$ cat src/rtl/div_result_reconstructor.sv
// div_result_reconstructor: rebuilds n_rec = q*d + r by shift-and-add, one quotient bit per cycle.
// Optional DIV_RECON_REF_CHECK_EN adds n_ref input and err_abs/mismatch outputs.
module div_result_reconstructor #(
  parameter int QW = 8,
  parameter int NW = 16
) (
  input  logic          clk,
  input  logic          rst,
  input  logic          in_valid,
  output logic          in_ready,
  input  logic [QW-1:0] q,
  input  logic [QW-1:0] d,
  input  logic [QW-1:0] r,
  output logic          out_valid,
  input  logic          out_ready,
  output logic [NW-1:0] n_rec,
`ifdef DIV_RECON_REF_CHECK_EN
  input  logic [NW-1:0] n_ref,
  output logic [NW-1:0] err_abs,
  output logic          mismatch,
`endif
  output logic          busy
);
  typedef enum logic [1:0] {IDLE, RUN, DONE} state_t;
  state_t          r_state;
  logic [2:0]      r_cnt;
  logic [QW-1:0]   r_q, r_d;
  logic [NW-1:0]   r_acc, r_n;
  logic            r_in_ready, r_out_valid;
  logic [NW-1:0]   w_sum;
  always_comb w_sum = r_acc + (r_q[r_cnt] ? ({{(NW-QW){1'b0}}, r_d} << r_cnt) : '0);
`ifdef DIV_RECON_REF_CHECK_EN
  logic [NW-1:0] r_nref, r_err;
  logic          r_mis;
  always_ff @(posedge clk)
    if (rst) begin
      r_nref <= '0;
      r_err  <= '0;
      r_mis  <= 1'b0;
    end else if (r_state == IDLE && in_valid) r_nref <= n_ref;
    else if (r_state == RUN && r_cnt == 3'd7) begin
      r_err <= (w_sum >= r_nref) ? w_sum - r_nref : r_nref - w_sum;
      r_mis <= w_sum != r_nref;
    end
  assign err_abs  = r_err;
  assign mismatch = r_mis;
`endif
  always_ff @(posedge clk)
    if (rst) begin
      r_state     <= IDLE;
      r_cnt       <= '0;
      r_q         <= '0;
      r_d         <= '0;
      r_acc       <= '0;
      r_n         <= '0;
      r_in_ready  <= 1'b1;
      r_out_valid <= 1'b0;
    end else case (r_state)
      IDLE: if (in_valid) begin
        r_q        <= q;
        r_d        <= d;
        r_acc      <= {{(NW-QW){1'b0}}, r};
        r_cnt      <= '0;
        r_in_ready <= 1'b0;
        r_state    <= RUN;
      end
      RUN: begin
        r_acc <= w_sum;
        r_cnt <= r_cnt + 3'd1;
        if (r_cnt == 3'd7) begin
          r_n         <= w_sum;
          r_out_valid <= 1'b1;
          r_state     <= DONE;
        end
      end
      DONE: if (out_ready) begin
        r_out_valid <= 1'b0;
        r_in_ready  <= 1'b1;
        r_state     <= IDLE;
      end
      default: r_state <= IDLE;
    endcase
  assign in_ready  = r_in_ready;
  assign out_valid = r_out_valid;
  assign n_rec     = r_n;
  assign busy      = r_state != IDLE;
endmodule

$ cat config.mk
export PLATFORM = sky130hd
export DESIGN_NAME = div_result_reconstructor
export DESIGN_NICKNAME = d
export VERILOG_FILES = /design/src/rtl/div_result_reconstructor.sv
export SDC_FILE = /design/constraint.sdc
export NUM_CORES = 1
export LEC_CHECK = 0
export BUFFER_PORTS_ARGS = -buffer_cell sky130_fd_sc_hd__buf_2
export CAP_MARGIN = 25
export CORE_AREA = 2 2 94 96
export DETAILED_ROUTE_END_ITERATION = 10
export DIE_AREA = 0 0 96 98
export PLACE_DENSITY = 0.57
export SYNTH_ARGS = -nofsm -noshare
export SYNTH_HDL_FRONTEND = slang
export SYNTH_SLANG_ARGS = --single-unit
$ cat constraint.sdc
create_clock -name clk -period 3.1 [get_ports clk]
set_input_delay 0.62 -clock clk [delete_from_list [all_inputs] [get_ports clk]]
set_output_delay 0.62 -clock clk [all_outputs]
set_load 0.02 [all_outputs]
# Yosys cells after proc, flatten, opt, wreduce, memory -nomap -nowiden
# Cells that the tools add are included.
# W data, S select, Z words.
[totals] word_cells=46 input_bits=28 mem_bits_ro=0 n_memories=0 regBits=55 mem_bits_rw=0 latchBits=0 output_inout_bits=19
[op_classes] add_sub_neg=2 div_mod_pow=0 bitwise=0 n_eq_ne=6 mul=0 n_lt_le_gt_ge=1 reduce_logical=11 n_mux=17 n_shift=1
[ops] op="$mux W16" n=2
[ops] op="$pmux W16 S2" n=1
[ops] op="$add A16 B16 Y16" n=1
[ops] op="$shl A8 B3 Y16" n=1
[ops] op="$reduce_and A3 Y1" n=3
[ops] op="$reduce_bool A2 Y1" n=4
[ops] op="$mux W2" n=3
[ops] op="$ne A2 B2 Y1 const B" n=3
[ops] op="$pmux W2 S3" n=1
[ops] op="$pmux W3 S2" n=1
[ops] op="$reduce_and A2 Y1" n=3
[ops] op="$mux W1" n=5
[ops] op="$lt A3 B4 Y1 const B" n=1
[ops] op="$pmux W1 S2" n=2
[ops] op="$add A3 B1 Y3 const B" n=1
[ops] op="$bmux W1 S3" n=1
[ops] op="$eq A3 B3 Y1 const B" n=1
[ops] op="$mux W3" n=1
[ops] op="$eq A2 B1 Y1 const B" n=1
[ops] op="$eq A2 B2 Y1 const B" n=1
[ops] op="$logic_not A2 Y1" n=1

# Longest topological paths before layout
[depth] ltp_word=5 depth_mapped=14 mapped_depth_nobuf=12

# Worst setup path after synthesis
# No wires, ideal clock.
[synth_path] path_type="register -> register" from="register r_cnt[0]" to="register r_acc[12]" arrival_time_ns=3.060 path_slack_ns=-0.086 synth_period_minus_slack_ns=3.186 path_buffers=2 stages_incl_launch_ff=14 setup_time_ns=0.127 required_time_ns=2.973 path_cell_list="dfxtp_1 buf_2 mux4_2 nand2_1 and2_1 clkbuf_1 nor2_1 ha_1 a21o_1 a221oi_4 o21ai_4 a2111oi_2 a31o_1 nor3_2"
[synth_via] elab_chain_len=5 word_cells_on_any_way=6 cone_classes="add/sub (1); shift (1); mux (4)"
[synth_rtl] element="from (decl)" line_no="26" rtl="logic [2:0] r_cnt;"
[synth_rtl] element="from (signal assigned)" line_no="69" rtl="r_cnt <= r_cnt + 3'd1;"
[synth_rtl] element="$bmux W1 S3" line_no="31" rtl="always_comb w_sum = r_acc + (r_q[r_cnt] ? ({{(NW-QW){1'b0}}, r_d} << r_cnt) : '0);"
[synth_rtl] element="$mux W1 (implied by the code)" line_no="31"
[synth_rtl] element="$mux W16 (*)" line_no="31"
[synth_rtl] element="$add A16 B16 Y16 (*)" line_no="31"
[synth_rtl] element="$pmux W16 S2 (*)" line_no="58" rtl="end else case (r_state)"
[synth_rtl] element="to (signal assigned)" line_no="62" rtl="r_acc <= {{(NW-QW){1'b0}}, r};"
[synth_rtl] element="to (signal assigned)" line_no="68" rtl="r_acc <= w_sum;"
[synth_rtl] element="to (decl)" line_no="28" rtl="logic [NW-1:0] r_acc, r_n;"
# Mark *: on every way between the ends. The rest lies on a longest branch, timed or not. The select of a mux whose other input is x is not followed.
# A chain may end at the register's enable or synchronous reset.

# Worst setup path after layout
[layout_path] from="register r_cnt[1]" to="register r_n[15] (netlist: n_rec[15])"
[layout_via] elab_chain_len=4 word_cells_on_any_way=7 cone_classes="add/sub (1); eq/ne (1); shift (1); mux (3); reduce/logical (1)"
[layout_rtl] element="$bmux W1 S3" line_no="31"
[layout_rtl] element="$mux W1 (implied by the code)" line_no="31"
[layout_rtl] element="$mux W16" line_no="31"
[layout_rtl] element="$add A16 B16 Y16" line_no="31"
[layout_rtl] element="to (signal assigned)" line_no="71" rtl="r_n <= w_sum;"
[layout_rtl] element="to (decl)" line_no="28"
# Parallel ways exist; a longest one is shown, timed or not. The select of a mux whose other input is x is not followed.

==> results.md <==
* Largest area contributor in the netlist: dfxtp_1
* Synth-to-Final Area Change at 21.2%
* Global route total overflow at 0
* Pre-CTS setup slack at -0.0503 ns
* Root buf cell: clkbuf_8
* CTS Buf Count at 5
* Max FO, Critical Path at 17
* Minimum clock period at between 3 and 4 ns
* Syn Area/Cell at 8.02 sq um
* Layout fillers at around 850
* Count of final setup violators at 0
* Worst slew pin tran at ~0.93 ns
* H-tree depth at 2
* Nets at between 500 and 600
* Setup TNS at 0 ns
* Clock latency on the worst-skew pair at a little over 0.3 ns
* Reg area at 1100 sq um
* Largest net degree at the start of global routing at 27
* Upper clock frequency limit at 0.333 GHz
* Min-Delay Path Class: reg2reg
* Number of global-route vias before repair at about 2,800
* FP Rows at 34
* Final ANT Viol Nets at 0
* Via/cell ratio at approximately 5.3
* Fin worst setup slack at 0.0962 ns
* Synth warn at 0
* Nature of the critical path endpoint: flip-flop
* Die W at roughly 96 microns
* Syn Nets at 457
* Maximum vdd drop at 0.190 mV
* Core Area at 8470 sq um
* Worst EP required at roughly 3.3 ns
* Count of cell types in the netlist at 62
* EDFF count, synth at 0
* Initial DRC Count at roughly 110
* Initial antenna violation count at 0
* CTS tree: built
* Post-Syn Instances at ~410
* Cell-internal power at about 0.0011 W
* Wirelength, routed at between 8 and 9 mm
* 1st-pass router iterations at 4
* Share of cells above drive strength 1 at a little over a quarter
* Global-route wire length before repair at roughly 14 mm
* Hold_buf cts at 0
* Startpoint types: flip-flop
* Switching part of the total at 27.3%
* Total die area at 9410 sq um
* Top cell type's share of synthesized area at between 30% and 40%
* Tcrit/Tclk final at between 90% and 100%
* Synth Cell Area at about 3300 sq um
* Port bufs at between 40 and 50
* Type of the worst setup path: reg2reg
* GRT Util Overall at between 15 and 20%
* Commonest non-fill, non-tap cell in the layout: nand2_1
* Most frequent cells in the layout: 76 x nand2_1, 54 x dfxtp_1, 52 x a21oi_1
* Reg clk slew, reported paths at 0.10 ns
* Seq/Total Area, Yosys at approximately a third
* R2R setup slack at approximately 0.096 ns
* Clock power share at 32.5%
* Vert. Die Dim at just under 100 microns
* HPWL after DPL at 6.15 mm
* Slew headroom at ~38%
* Initial Utilization at 38.9%
* CTS Sinks at 55
* Hold violation count in the final report at 0
* Fin. max-slew vios at 0
* Routed len/inst at 14.6 microns
* Asr flop ratio synth at 0%
* Pwr dens at ~370 nW/um^2
* Clock tree buffer depth at 2
* Worst Skew at approximately 0.0064 ns
* Comb power frac at roughly 17%
* Vias at about 3,000
* Max-cap viol count at 0
* Antenna Cells at 0
* Top Ports at 47
* Psw at 0.000407 W
* Status: complete, no violations
* Dominant cells by area after synthesis: dfxtp_1 33%, nand2_1 8.9%, a21oi_1 7.9%
* Seq cells post-synth at 55
* Sequential Power Share at approximately half
* Top_reg_cell synth: dfxtp_1
* Arrival time at the worst endpoint at between 3 and 4 ns
* Routability congestion estimate at 0.904
* Residual DRC count at 0
* Pleak at around 1.7 nW
* Multi-input logic area at 2130 sq um
path summary, 6_finish.rpt:
| check | to | from | cells after the start |
|---|---|---|---|
| max reg2reg | n_rec[15]$_SDFFE_PP0P_ | r_cnt[1]$_SDFFE_PP0P_ | 12 |
| max | n_rec[15]$_SDFFE_PP0P_ | r_cnt[1]$_SDFFE_PP0P_ | 12 |
| min reg2reg | n_rec[5]$_SDFFE_PP0P_ | n_rec[5]$_SDFFE_PP0P_ | 2 |
| min | n_rec[5]$_SDFFE_PP0P_ | n_rec[5]$_SDFFE_PP0P_ | 2 |
cells by family after synthesis:
| kind of cell | after synthesis | synth area share [%] |
|---|---|---|
| xor+xnor | 11 | 2.92 |
| simple gates | 173 | 23.2 |
| compound gates | 111 | 23.5 |
| buf+inv | 30 | 5.01 |
| flops | 55 | 33.4 |
| fa+ha+maj | 18 | 7.06 |
| mux | 13 | 4.90 |
state kept, by name, summed over array words and instances (netlist names):
name,flops
in_ready,1
n_rec,16
out_valid,1
r_acc,16
r_cnt,3
r_d,8
r_q,8
r_state,2
cells in the mapped netlist, types with 2 or more instances:
master / instances
nand2_1: 78
dfxtp_1: 55
a21oi_1: 52
nor2_1: 46
ha_1: 17
clkbuf_1: 15
nand3_1: 12
a21o_1: 8
nor3_1: 7
xnor2_1: 7
mux2i_1: 6
a311oi_1: 5
buf_2: 5
mux2_2: 5
o21ai_0: 5
a22o_1: 4
and2_1: 4
and3_1: 4
nand2b_1: 4
xor2_1: 4
a211oi_1: 3
a22oi_1: 3
a31oi_1: 3
buf_6: 3
inv_1: 3
nand4_1: 3
o21a_1: 3
o21bai_1: 3
or2_2: 3
a211o_1: 2
and2_4: 2
mux4_2: 2
nor2b_1: 2
o211ai_1: 2
o21ai_1: 2
o31ai_1: 2
or3_1: 2
per-layer routing:
metal | global-route usage [%] | share of wire [%] | vias to the layer above | wire length, microns
met5 | 0 | 0 | - | 0
met3 | 2.93 | 3.2 | 11 | 269
li1 | - | - | 1568 | -
met1 | 24.2 | 46 | 1423 | 3900
met2 | 30.7 | 49 | 47 | 4150
met4 | 5.05 | 1.6 | 0 | 136
power groups by stage:
stage          sequential (W)  combinational, W  clock (W)
6_report             0.000756          0.000251   0.000486
2_1_floorplan        0.000765          0.000164          0
3_3_place_gp         0.000771          0.000226          0
5_1_grt              0.000760          0.000279   0.000530
3_5_place_dp         0.000771          0.000230          0
4_1_cts              0.000755          0.000231   0.000503
repair_timing:
action | CTS | global route
cloned | 0 | 1
setup endpoints to repair | 5 | 19
setup buffers | 0 | 6
pin swaps | 0 | 15
resized for setup | 1 | 18
metrics by stage:
step                total power [W]  hold WS [ns]  instance area, sq um  cells  utilization, %
floorplan                  0.000928         0.432                  3310    411               -
global placement           0.000997         0.444                  3710    564            43.9
detailed placement          0.00100         0.444                  3710    564            43.9
CTS                         0.00149         0.458                  3830    572            45.2
global route                0.00157         0.483                  3990    579            47.2
finish                      0.00149         0.455                  3990    579            47.2
worst max-delay path: stages (launching register included):
cell and delay [ns]:
dfxtp_1 0.40, buf_4 0.24, inv_1 0.09, and3_1 0.17, a21oi_1 0.28, a211oi_2 0.15
ha_1 0.31, a21o_1 0.20, a21oi_1 0.20, o21ai_0 0.16, a31oi_2 0.31, o21ai_1 0.11
a311o_1 0.27
cell type report:
class / count / area share (%)
clock buffers: 5 / 1.72
clock inverters: 3 / 1.10
repair buffers: 79 / 12.6
well taps: 108 / 3.38
inverters: 3 / 0.282
multi-input cells: 326 / 53.2
flip-flops and latches: 55 / 27.7
Power figures use the tool's default switching activity.
